**src/rtl/uart_tx_arbiter.sv**
```systemverilog
// Round-robin arbiter that shares one UART transmit path among NUM_REQ requesters.
// Define UART_ARB_TIMEOUT_EN to abort a transfer with err after TIMEOUT_CYCLES without ready.
`ifndef DATA_WIDTH
`define DATA_WIDTH 32
`endif

module uart_tx_arbiter #(
  parameter int NUM_REQ        = 4,
  parameter int DATA_WIDTH     = `DATA_WIDTH,
  parameter int TIMEOUT_CYCLES = 65535
) (
  input  logic                          PCLK,
  input  logic                          PRESETn,
  input  logic [NUM_REQ-1:0]            req,
  input  logic [NUM_REQ*DATA_WIDTH-1:0] req_data,
  output logic [NUM_REQ-1:0]            gnt,
  output logic [NUM_REQ-1:0]            done,
  output logic [NUM_REQ-1:0]            err,
  output logic [DATA_WIDTH-1:0]         write_data_in,
  output logic                          TX_detect,
  input  logic                          ready,
  input  logic                          error,
  output logic                          tx_active
);

  localparam int IDX_W = $clog2(NUM_REQ);

  if (NUM_REQ < 2 || NUM_REQ > 8 || TIMEOUT_CYCLES < 2 || TIMEOUT_CYCLES > 65536) begin : g_bad_param
    $error("uart_tx_arbiter: parameter out of range");
  end

  typedef enum logic [1:0] {
    IDLE,
    SEND,
    GAP
  } state_e;

  state_e                 state_q,  state_d;
  logic [IDX_W-1:0]       rr_ptr_q, rr_ptr_d;
  logic [IDX_W-1:0]       winner_q, winner_d;
  logic [NUM_REQ-1:0]     gnt_q,    gnt_d;
  logic [NUM_REQ-1:0]     done_q,   done_d;
  logic [NUM_REQ-1:0]     err_q,    err_d;
  logic [DATA_WIDTH-1:0]  data_q,   data_d;
  logic                   tx_q,     tx_d;
  logic                   active_q, active_d;
  logic [IDX_W-1:0]       arb_idx;
  logic                   finish;
  logic                   finish_err;

`ifdef UART_ARB_TIMEOUT_EN
  logic [15:0]            wait_cnt_q, wait_cnt_d;
  logic                   timed_out;

  assign timed_out = (wait_cnt_q == 16'(TIMEOUT_CYCLES - 1));
`endif

  // First pending requester at or above rr_ptr, wrapping.
  always_comb begin
    arb_idx = rr_ptr_q;
    for (int i = NUM_REQ - 1; i >= 0; i--) begin
      if (req[(int'(rr_ptr_q) + i) % NUM_REQ]) begin
        arb_idx = IDX_W'((int'(rr_ptr_q) + i) % NUM_REQ);
      end
    end
  end

  // ready takes priority over a same-cycle timeout so err reflects the UART.
  always_comb begin
    finish     = ready;
    finish_err = error;
`ifdef UART_ARB_TIMEOUT_EN
    if (!ready && timed_out) begin
      finish     = 1'b1;
      finish_err = 1'b1;
    end
`endif
  end

  // NOTE: every _d gets a default before the case so no path leaves it unassigned (no latches).
  always_comb begin
    state_d  = state_q;
    rr_ptr_d = rr_ptr_q;
    winner_d = winner_q;
    gnt_d    = gnt_q;
    done_d   = '0;
    err_d    = '0;
    data_d   = data_q;
    tx_d     = tx_q;
    active_d = active_q;
`ifdef UART_ARB_TIMEOUT_EN
    wait_cnt_d = wait_cnt_q;
`endif
    unique case (state_q)
      IDLE: begin
        if (|req) begin
          winner_d         = arb_idx;
          gnt_d            = '0;
          gnt_d[arb_idx]   = 1'b1;
          data_d           = req_data[arb_idx*DATA_WIDTH +: DATA_WIDTH];
          tx_d             = 1'b1;
          active_d         = 1'b1;
          state_d          = SEND;
`ifdef UART_ARB_TIMEOUT_EN
          wait_cnt_d       = '0;
`endif
        end
      end
      SEND: begin
`ifdef UART_ARB_TIMEOUT_EN
        wait_cnt_d = wait_cnt_q + 16'd1;
`endif
        if (finish) begin
          tx_d             = 1'b0;
          done_d[winner_q] = 1'b1;
          err_d[winner_q]  = finish_err;
          state_d          = GAP;
        end
      end
      GAP: begin
        gnt_d    = '0;
        active_d = 1'b0;
        rr_ptr_d = (winner_q == IDX_W'(NUM_REQ - 1)) ? '0 : winner_q + IDX_W'(1);
        state_d  = IDLE;
      end
      default: state_d = IDLE;
    endcase
  end

  // NOTE: sequential state uses non-blocking assignments so all flops update from pre-edge values.
  always_ff @(posedge PCLK or negedge PRESETn) begin
    if (!PRESETn) begin
      state_q  <= IDLE;
      rr_ptr_q <= '0;
      winner_q <= '0;
      gnt_q    <= '0;
      done_q   <= '0;
      err_q    <= '0;
      data_q   <= '0;
      tx_q     <= 1'b0;
      active_q <= 1'b0;
`ifdef UART_ARB_TIMEOUT_EN
      wait_cnt_q <= '0;
`endif
    end else begin
      state_q  <= state_d;
      rr_ptr_q <= rr_ptr_d;
      winner_q <= winner_d;
      gnt_q    <= gnt_d;
      done_q   <= done_d;
      err_q    <= err_d;
      data_q   <= data_d;
      tx_q     <= tx_d;
      active_q <= active_d;
`ifdef UART_ARB_TIMEOUT_EN
      wait_cnt_q <= wait_cnt_d;
`endif
    end
  end

  assign gnt           = gnt_q;
  assign done          = done_q;
  assign err           = err_q;
  assign write_data_in = data_q;
  assign TX_detect     = tx_q;
  assign tx_active     = active_q;

endmodule
```
**config.mk**
```make
export PLATFORM = sky130hd
export DESIGN_NAME = uart_tx_arbiter
export DESIGN_NICKNAME = d
export VERILOG_FILES = /design/src/rtl/uart_tx_arbiter.sv
export SDC_FILE = /design/constraint.sdc
export NUM_CORES = 1
export LEC_CHECK = 0
export CAP_MARGIN = 20
export CORE_MARGIN = 8
export CORE_UTILIZATION = 36
export CTS_BUF_LIST = sky130_fd_sc_hd__clkbuf_4 sky130_fd_sc_hd__clkbuf_8
export CTS_CLUSTER_SIZE = 10
export DETAILED_ROUTE_END_ITERATION = 7
export PLACE_DENSITY = 0.8
export SYNTH_ARGS = -nofsm -noshare
export SYNTH_HDL_FRONTEND = slang
export SYNTH_SLANG_ARGS = --single-unit
export TNS_END_PERCENT = 50
```
**constraint.sdc**
```tcl
create_clock -name PCLK -period 2.1 [get_ports PCLK]
set_input_delay 0.21 -clock PCLK [delete_from_list [all_inputs] [get_ports PCLK]]
set_output_delay 0.21 -clock PCLK [all_outputs]
set_load 0.05 [all_outputs]
```
**Yosys cells after proc, flatten, opt, wreduce, memory -nomap -nowiden**

Cells that the tools add are included.
W data, S select, Z words.

- Register bits after elaboration: 52
- Input bits: 136
- Logic and storage cells: 77

- $add $sub $neg: 4
- $lt $le $gt $ge: 8
- Equality and inequality tests: 5
- Shifts and indexed selects: 1
- Muxes and demuxes: 33
- Bitwise gates (word level): 4
- Reduce and logical (&&, ||, !) cells: 13

Operator list:

| operator | number |
|---|---|
| $shiftx A128 B8 Y32 | 1 |
| $mux W4 | 5 |
| $mux W2 | 7 |
| $lt A3 B4 Y1 const B | 3 |
| $mux W1 | 11 |
| $lt A2 B3 Y1 const B | 3 |
| $bmux W1 S2 | 4 |
| $pmux W4 S2 | 1 |
| $reduce_and A2 Y1 | 3 |
| $reduce_or A2 Y1 | 3 |
| $add A2 B1 Y2 const B | 2 |
| $add A2 B2 Y2 const B | 2 |
| $and A4 B4 Y4 | 1 |
| $demux W1 S2 | 2 |
| $eq A2 B2 Y1 const B | 2 |
| $ge A2 B1 Y1 const B | 2 |
| $ne A2 B2 Y1 const B | 2 |
| $pmux W1 S2 | 2 |
| $pmux W2 S2 | 1 |
| $reduce_bool A2 Y1 | 2 |
| $reduce_or A4 Y1 | 1 |
| $and A1 B1 Y1 const A | 3 |
| $reduce_and A3 Y1 | 1 |
| $eq A2 B1 Y1 const B | 1 |
| 2 further kinds | 3 |

**Longest topological paths before layout**

Gate-level depths: netlist (run 1).

- Word-level depth: 16
- Depth in mapped cells: 8

**Worst setup path after synthesis (run 1)**

OpenSTA, ideal clock, no wires.

- Path kind: register to register
- From: register rr_ptr_q[1]
- To: register data_q[0], in the netlist write_data_in[0]
- Library setup time: 0.126 ns
- Arrival: 2.025 ns
- Data required time: 1.974 ns
- Slack: -0.051 ns
- Stages on the path, launching flop included: 9
- Period minus slack after synthesis: 2.151 ns
- Path through: dfrtp_1 -> buf_6 -> nor2b_4 -> a2111o_1 -> buf_4 -> nand2_4 -> buf_6 -> mux2_4 -> a221o_1

- Longest elaborated chain between the ends: 9
- Elaborated cells on any way between the ends: 19
- Those cells by class: 3 x add/sub; 1 x shift; 15 x mux

Ends and longest elaborated chain:

| element | line | text |
|---|---|---|
| start: declaration | 39 | `logic [IDX_W-1:0] rr_ptr_q, rr_ptr_d;` |
| start signal: assignment | 147 | `rr_ptr_q <= rr_ptr_d;` |
| $add A2 B2 Y2 | 62, 63 |  |
| $bmux W1 S2 | 62 | `if (req[(int'(rr_ptr_q) + i) % NUM_REQ]) begin` |
| $mux W1 (implied by the code) (2 in a row) | 62 |  |
| $mux W2 (3 in a row) | 62 |  |
| $mux W2 (*) | 62 |  |
| $shiftx A128 B8 Y32 (*) | 100 | `data_d = req_data[arb_idx*DATA_WIDTH +: DATA_WIDTH];` |
| end signal: assignment | 152 | `data_q <= data_d;` |
| end: declaration | 44 | `logic [DATA_WIDTH-1:0] data_q, data_d;` |

Mark *: on every way between the ends. The rest lies on a longest branch, timed or not. The select of a mux whose other input is x is not followed.
A chain may end at the register's enable or synchronous reset.

**Worst setup path after layout (run 1)**

- From: register rr_ptr_q[1]
- To: register data_q[9], in the netlist write_data_in[9]

The elaborated chain is that of the path after synthesis.

==> flow_summary.ini, run 1 <==
[outcome]
status = finished, final reports clean

[sta]
hold_ws_ns = 0.451
hold_viol = 0
maxSlewViolCount = 0
finalSetupViolations = 0
post-route-period-util = 0.987
min_period_ns = 2.07
worst_pin_slew_ns = 0.603
max_freq_ghz = 0.482
rsz0062_at_grt = true
slew_headroom = 0.598
timing.clock.skew_ns = 0.00409

[floorplanning]
die_y_um = 110
dieArea_sq_um = 12000
rows = 34
dieWidth_um = 110
start_util = 0.366
core-area_sq_um = 8640
io_pins = 182

[placed_design]
dp.cells = 594
place.gp.congestion = 0.776
hpwl_um = 9140
portBuffers = 181

[setup_path]
crit_end = write_data_in[9]
worstSetupEndpointType = flip-flop
cp-start-kind = flip-flop
reg2reg_from = rr_ptr_q[1]
path_buf_inv = 2
worstPathCellList = buf_6 -> nor3_4 -> a2111o_1 -> nand2_8 -> clkbuf_16 -> mux2_4 -> a221o_1
cp.required_ns = 2.28
arrival_ns = 2.26
timing.rr.end = write_data_in[9]
crit_family = compound AO/OA/AOI/OAI gates
critPathKind = flip-flop to flip-flop
reg2regPathDepth = 7
worst_path_max_delay_cell = a2111o_1
slowest_delay_ns = 0.49
worstSetupPathDepth = 7
r2r_slack_ns = 0.03
cp-startpoint = rr_ptr_q[1]
worstPathMaxFanout = 6

[synthesis]
yosys_register_bits = 52
synth_edf_count = 0
syn_inst = 304
synth_area_sq_um = 3160
async_flop_share = 1.00
synthXorXnorAreaFrac = 0
yosysTopAreaCell = dfrtp_1
yosys.area_share.simple = 0.120
yosys.area.top_type_share = 0.412
synth.most_common_cell = dfrtp_1
muxShareOfSynthArea = 0.150
synthTopCellsByCount = dfrtp_1, nand3_1, a21oi_1, a221o_1, o21ai_0
syn_nets = 444
synthDistinctLibCells = 37
avgSynthCellArea_sq_um = 10.4
ys_seq_area_frac = 0.412
ys_warn_count = 0
synth_top_family_by_area = compound AO/OA/AOI/OAI gates
ys_top_cells_by_area = dfrtp_1, mux2_4, a221o_1
synth_compound_area_frac = 0.246
synth_adder_area_share = 0.0158
synthFlopType = dfrtp_1

[clocking]
cts_buffers = 5
insertion_delay_ns = 0.29
clock_path_buffers = 2
clock-root-buffer = clkbuf_8
htree_num_levels = 2
cts_tree = yes
cts.sinks = 52
clk_pin_slew_ns = 0.09

[global_route]
grt_use_total = 0.196
grt-busiest-layer = met2
grt_start_max_net_pins = 33
grt.met1_usage = 0.221
first_global_vias = 3599
antenna_found_initial = 0
use_met3 = 0.0586
grt_overflow_total = 0
grtUsageMet2 = 0.348
grt_first_pass_wirelength_um = 18700

[final_layout]
fin_util = 0.640
insertedDiodeCount = 0
nets = 640
drive_gt1_frac = 0.170
area_growth_pct = 75.0
fin_cells = 608

[power]
p_per_area_nw_per_um2 = 1370
irDropWorstVdd_mv = 0.585
p_leak_nw = 2.37

[routing]
routed_via_density = 5.45
avgRoutedWirePerCell_um = 20.1
detail-route-antenna-nets = 0
drtIter0Drc = 161
drt-total-wl_um = 12200
route.detailed.drc = 0
first_pass_iters = 4
vias = 3314

[flow_run]
timing.max_cap.violations = 0

[worst_hold_path]
hold_class = primary input to async pin
stage by stage:
step	cell area [sq um]	total power, mW	worst slack [ns]	TNS, ns
finish	5530	7.55	0.0270	0
global route	5530	7.96	-0.0375	-0.654
CTS	5440	7.45	-0.00384	-0.00384
detailed placement	5280	6.61	-0.350	-10.64
global placement	5280	6.48	-0.290	-8.49
floorplan	3180	4.80	0.0285	0
timing repair:
action	4_1_cts	5_1_grt
pin swaps	1	28
gates cloned	0	2
setup endpoints to repair	14	31
buffers inserted	2	2
resized for setup	2	7
endpoints found under the hold margin	24	0
hold buffers	1	0
layer usage:
layer,share of wire,up-vias
met2,0.52,160
met1,0.38,1593
met5,0,-
met3,0.086,22
met4,0.020,0
li1,-,1539
worst min path at each step:
| stage | to | slack [ns] | cells after the start |
|---|---|---|---|
| final | err[3] | 0.45 | 2 |
| after global routing | err[3] | 0.50 | 2 |
| after CTS | err[3] | 0.47 | 2 |
| after detailed placement | err[3] | 0.26 | 1 |
| after global placement | err[3] | 0.24 | 1 |
| after floorplan | TX_detect | -0.09 | 0 |
kinds of logic after synthesis:
kind of cell | count (synthesis)
multiplexers | 33
buffers and inverters | 34
AO/OA/AOI/OAI | 112
AND/OR/NAND/NOR | 69
adder cells (fa/ha/maj) | 4
flip-flops | 52
registers in the layout, indices dropped and copies added (netlist names):
signal         count
write_data_in     32
tx_active          1
TX_detect          1
state_q            2
rr_ptr_q           2
winner_q           2
gnt                4
done               4
err                4
placed cells by master (no fill, tap or decap), drive strengths merged, types with 2 or more instances in the layout:
cell type and n:
and3 4, dfrtp 52, a21oi 32, nand2 7, mux2 33, inv 4
o21ai 37, buf 36, o21bai 2, nor3 2, nor2 4, nand3 39
ha 4, a221o 32, clkdlybuf4s50 179, and2 4, o31ai 3, clkbuf 7
nand2b 2, nor2b 4, bufinv 2
worst reg2reg max path, cell delays in order (launching register included):
cell       delay (ns)
dfrtp_1          0.39
buf_6            0.12
nor3_4           0.03
a2111o_1         0.49
nand2_8          0.17
clkbuf_16        0.17
mux2_4           0.29
a221o_1          0.31
power by group:
| group | switching (mW) | internal (mW) | total [mW] |
|---|---|---|---|
| logic | 2.86 | 2.22 | 5.09 |
| registers | 0.250 | 1.42 | 1.67 |
| clock network | 0.323 | 0.469 | 0.792 |
final cells by class:
class                           count  area (sq um)
Clock buffer                        5          68.8
Clock inverter                      2          60.1
Fill cell                         676          3110
Inverter                            4          15.0
Multi-Input combinational cell    218          1720
Sequential cell                    52          1300
Tap cell                          108           135
Timing Repair Buffer              219          2220
Power figures use the tool's default switching activity.
==> run 2, diff against run 1 <==
RECOVER_POWER = 50   (was unset)
SLEW_MARGIN = 20   (was unset)
TNS_END_PERCENT = 5   (was 50)
==> flow_summary.ini, run 2 (synthesis results as in run 1) <==
[outcome]
status = finished, final reports clean

[clocking]
cts.sinks = 52
htree_num_levels = 2
cts_tree = yes
clock_path_buffers = 2
clk_pin_slew_ns = 0.09
insertion_delay_ns = 0.30
clock-root-buffer = clkbuf_8
cts_buffers = 5

[placed_design]
portBuffers = 181
dp.cells = 594
place_ws_ns = -0.350
dpl_cell_area_sq_um = 5280
hpwl_um = 9140
place.gp.congestion = 0.776

[flow_run]
timing.max_cap.violations = 0

[sta]
rsz0062_at_grt = true
max_freq_ghz = 0.481
finalWorstSetupSlack_ns = 0.0208
post-route-period-util = 0.990
slew_headroom = 0.0387
min_period_ns = 2.08
timing.clock.skew_ns = 0.00645
worst_pin_slew_ns = 1.44
hold_viol = 0
finalSetupViolations = 0
maxSlewViolCount = 0

[final_layout]
area_growth_pct = 72.1
fin_util = 0.629
largest_register_ffs = 32
drive_gt1_frac = 0.152
layout_common_cells = clkdlybuf4s50_1, dfrtp_1, nand3_1
final_common_cell = clkdlybuf4s50_1
nets = 635
insertedDiodeCount = 0
fin_cells = 603
final_area_sq_um = 5440

[setup_path]
cp-startpoint = rr_ptr_q[1]
worstSetupEndpointType = flip-flop
worstPathMaxFanout = 14
arrival_ns = 2.27
timing.rr.end = write_data_in[15]
cp-start-kind = flip-flop
r2r_slack_ns = 0.02
critPathKind = flip-flop to flip-flop
cp.required_ns = 2.29
reg2regPathDepth = 6
crit_end = write_data_in[15]
reg2reg_from = rr_ptr_q[1]

[global_route]
grt_first_pass_wirelength_um = 18700
grt_overflow_total = 0
first_global_vias = 3598
antenna_found_initial = 0
grt_use_total = 0.196
grt_start_max_net_pins = 33

[floorplanning]
die_y_um = 110
core-area_sq_um = 8640
start_util = 0.366
dieWidth_um = 110
io_pins = 182
dieArea_sq_um = 12000
rows = 34

[routing]
drt-total-wl_um = 12100
detail-route-antenna-nets = 0
drtIter0Drc = 154
first_pass_iters = 4
vias = 3316
avgRoutedWirePerCell_um = 20.0
route.detailed.drc = 0
routed_via_density = 5.50

[power]
p_per_area_nw_per_um2 = 1360
irDropWorstVdd_mv = 0.577
p_leak_nw = 2.32
power_mw = 7.39

[worst_hold_path]
hold_class = primary input to flip-flop
-- run 2: cell count changes in the layout (fill, tap and decap cells not counted), moves of 2 or more --
cell,delta
mux2_4,-4
buf_6,-2
clkbuf_16,-2
clkdlybuf4s50_1,-2
dlygate4sd3_1,+2
and2_0,+4
mux2_1,+4
and2_1,-4
-- run 2: what timing repair did --
item	4_1_cts	5_1_grt
endpoints found under the setup margin	14	32
pin swaps	1	20
hold endpoints to repair	24	0
resized for setup	1	2
buffers inserted	0	1
hold buffers	1	0
-- run 2: cell type report --
class / instances / area [sq um]
Tap cell: 108 / 135
Multi-Input combinational cell: 218 / 1710
Clock buffer: 5 / 68.8
Sequential cell: 52 / 1300
Inverter: 4 / 15.0
Timing Repair Buffer: 214 / 2150
Clock inverter: 2 / 60.1
Fill cell: 689 / 3200
-- run 2: worst min path at each step --
stage / start / to / slack [ns] / depth (start not counted)
after floorplan: PRESETn / TX_detect / -0.09 / 0
after global placement: PRESETn / err[3] / 0.24 / 1
after detailed placement: PRESETn / err[3] / 0.26 / 1
after CTS: PRESETn / err[3] / 0.47 / 2
after global routing: ready / state_q[0] / 0.50 / 2
final: ready / state_q[0] / 0.50 / 2
-- run 2: through the flow --
step	hold WS, ns	setup TNS, ns
floorplan	-0.0856	0
global placement	0.236	-8.49
detailed placement	0.256	-10.64
CTS	0.470	-0.0161
global route	0.501	-0.125
finish	0.497	0
-- run 2: critical path, cell delays in order, from the launching register on --
cell	delay, ns
dfrtp_1	0.39
nor2b_4	0.13
a2111o_1	0.51
nand2_8	0.12
buf_12	0.17
mux2_1	0.34
a221o_1	0.32
-- run 2: where the power goes --
| part | switching (mW) | internal (mW) | total, mW |
|---|---|---|---|
| Combinational | 2.83 | 2.10 | 4.93 |
| Sequential | 0.247 | 1.42 | 1.67 |
| Clock | 0.326 | 0.469 | 0.796 |
| Total | 3.40 | 3.99 | 7.39 |
-- run 2: metal layers --
layer / vias up / part of all wire / global-route usage
met3: 20 / 0.079 / 0.0586
met1: 1616 / 0.38 / 0.220
met2: 149 / 0.52 / 0.348
met4: 0 / 0.020 / 0.0627
li1: 1531 / - / -
met5: - / 0 / 0
==> RTL change (flow settings as in run 2) <==
Take the reset off `data_q` and load it in a clocked block of its own.
--- a/src/rtl/uart_tx_arbiter.sv
+++ b/src/rtl/uart_tx_arbiter.sv
@@ -137,5 +137,4 @@
       done_q   <= '0;
       err_q    <= '0;
-      data_q   <= '0;
       tx_q     <= 1'b0;
       active_q <= 1'b0;
@@ -150,5 +149,4 @@
       done_q   <= done_d;
       err_q    <= err_d;
-      data_q   <= data_d;
       tx_q     <= tx_d;
       active_q <= active_d;
@@ -157,4 +155,8 @@
 `endif
     end
+  end
+
+  always_ff @(posedge PCLK) begin
+    data_q <= data_d;
   end
 
Formal check against the unedited RTL: not equivalent (a bounded check fails within 4 cycles, from zero or initial values and one cycle with PRESETn low).
==> RTL change against run 2 <==
- sequential share of layout area increased by 6.4 points
- final area decreased by 11%
- cell count decreased by 26%
- sequential cell count unchanged
- via count decreased by 33%
- worst setup slack improved by 0.0063 ns
- wire length decreased by 24%
- core utilization increased by 4.2 points
- area after synthesis decreased by 17%
- total power decreased by 16%
- die area decreased by 14%
- critical endpoint is now write_data_in[20]$_DFFE_PP_
- largest cell class unchanged
- highest routed layer unchanged
==> RTL change: results (changes against run 2) <==
Run status
  • Status: finished clean (unchanged)

Global routing
  • Vias in the first global route: 2,502 (was 3,598)
  • Global-route usage over all layers: 0.172 (was 0.196)
  • Largest net degree at the start of global routing: 22 (was 33)
  • First-pass GRT wire length: 13.3 mm (was 18.7 mm)

Cells and area
  • Final cell count without fillers: 448 (was 603)
  • Final nets: 488 (was 635)

Drt
  • Met3 wire length: 820 microns (was 949 microns)
  • Initial drt markers: 68 (was 154)
  • Vias: 2,212 (was 3,316)
  • Met1 Wirelength: 3.17 mm (was 4.62 mm)
  • Drt total wl: 9.14 mm (was 12.1 mm)
  • Metal2 WL: 4.98 mm (was 6.27 mm)

Place
  • Placed cells: 436 (was 594)
  • Dpl cell area: 0.00465 sq mm (was 0.00528 sq mm)
  • RePlAce Congestion: 0.855 (was 0.776)
  • Post-place setup slack: -0.488 ns (was -0.350 ns)

Synthesis
  • Post-Syn Nets: 292 (was 444)
  • Most frequent cells after synthesis: edfxtp_1, mux4_2, dfrtp_1, inv_1, o31ai_1 (was dfrtp_1, nand3_1, a21oi_1, a221o_1, o21ai_0)
  • Synth top area cells: edfxtp_1, mux4_2, dfrtp_1 (was dfrtp_1, mux2_4, a221o_1)
  • Avg Cell Area, Syn: 17.3 sq um (was 10.4 sq um)
  • Seq/Total Area, Yosys: 0.556 (was 0.412)
  • Asr flop ratio synth: 0.385 (was 1.00)
  • Post-synth EDFFs: 32 (was 0)

STA
  • Slew @ Worst Pin: 1.11 ns (was 1.44 ns)
  • Clock skew: 0.00432 ns (was 0.00645 ns)
  • Hold slack: 0.496 ns (was 0.497 ns)

Critical path
  • R2R cell count: 5 (was 6)
  • Critical path's largest stage delay: 0.47 ns (was 0.51 ns)
  • Critical path's slowest cell: clkdlybuf4s50_1 (was a2111o_1)
  • CP startpoint: req[2] (was rr_ptr_q[1]$_DFFE_PN0P_)

Clocking
  • Post-CTS Setup Inserts: 1 (was 0)
  • Post-CTS sizing: 4 (was 1)

Worst hold path
  • Worst Hold Class: reg -> reg (was in -> reg)

Power
  • Leak: 1.86 nW (was 2.32 nW)
RTL change: critical path, delay by kind of cell:
kind	cells	cell delay [ns]
AOI/OAI and AO/OA	1	0.20
muxes	1	0.42
and+or+nand+nor	2	0.63
buffers and inverters	2	0.67
RTL change: kinds of logic (layout without fill, tap and decap cells):
| family | Yosys count | after routing | share of synthesized area |
|---|---|---|---|
| fa+ha+maj | 4 | 4 | 0.0191 |
| flops | 52 | 52 | 0.556 |
| buf+inv | 16 | 213 | 0.0391 |
| compound gates | 16 | 16 | 0.0424 |
| simple gates | 31 | 31 | 0.0643 |
| mux | 33 | 33 | 0.279 |
RTL change: cell type report:
class                   instances  area [sq um]
flip-flops and latches         52          1460
inverters                       6          26.3
fillers                       520          2360
well taps                      99           124
repair buffers                199          2030
multi-input cells              84          1080
clock inverters                 3          25.0
clock buffers                   5          68.8
RTL change: power by group:
group | switching [mW] | internal [mW]
sequential | 0.158 | 1.65
clock | 0.352 | 0.244
combinational | 2.18 | 1.60
total | 2.69 | 3.50
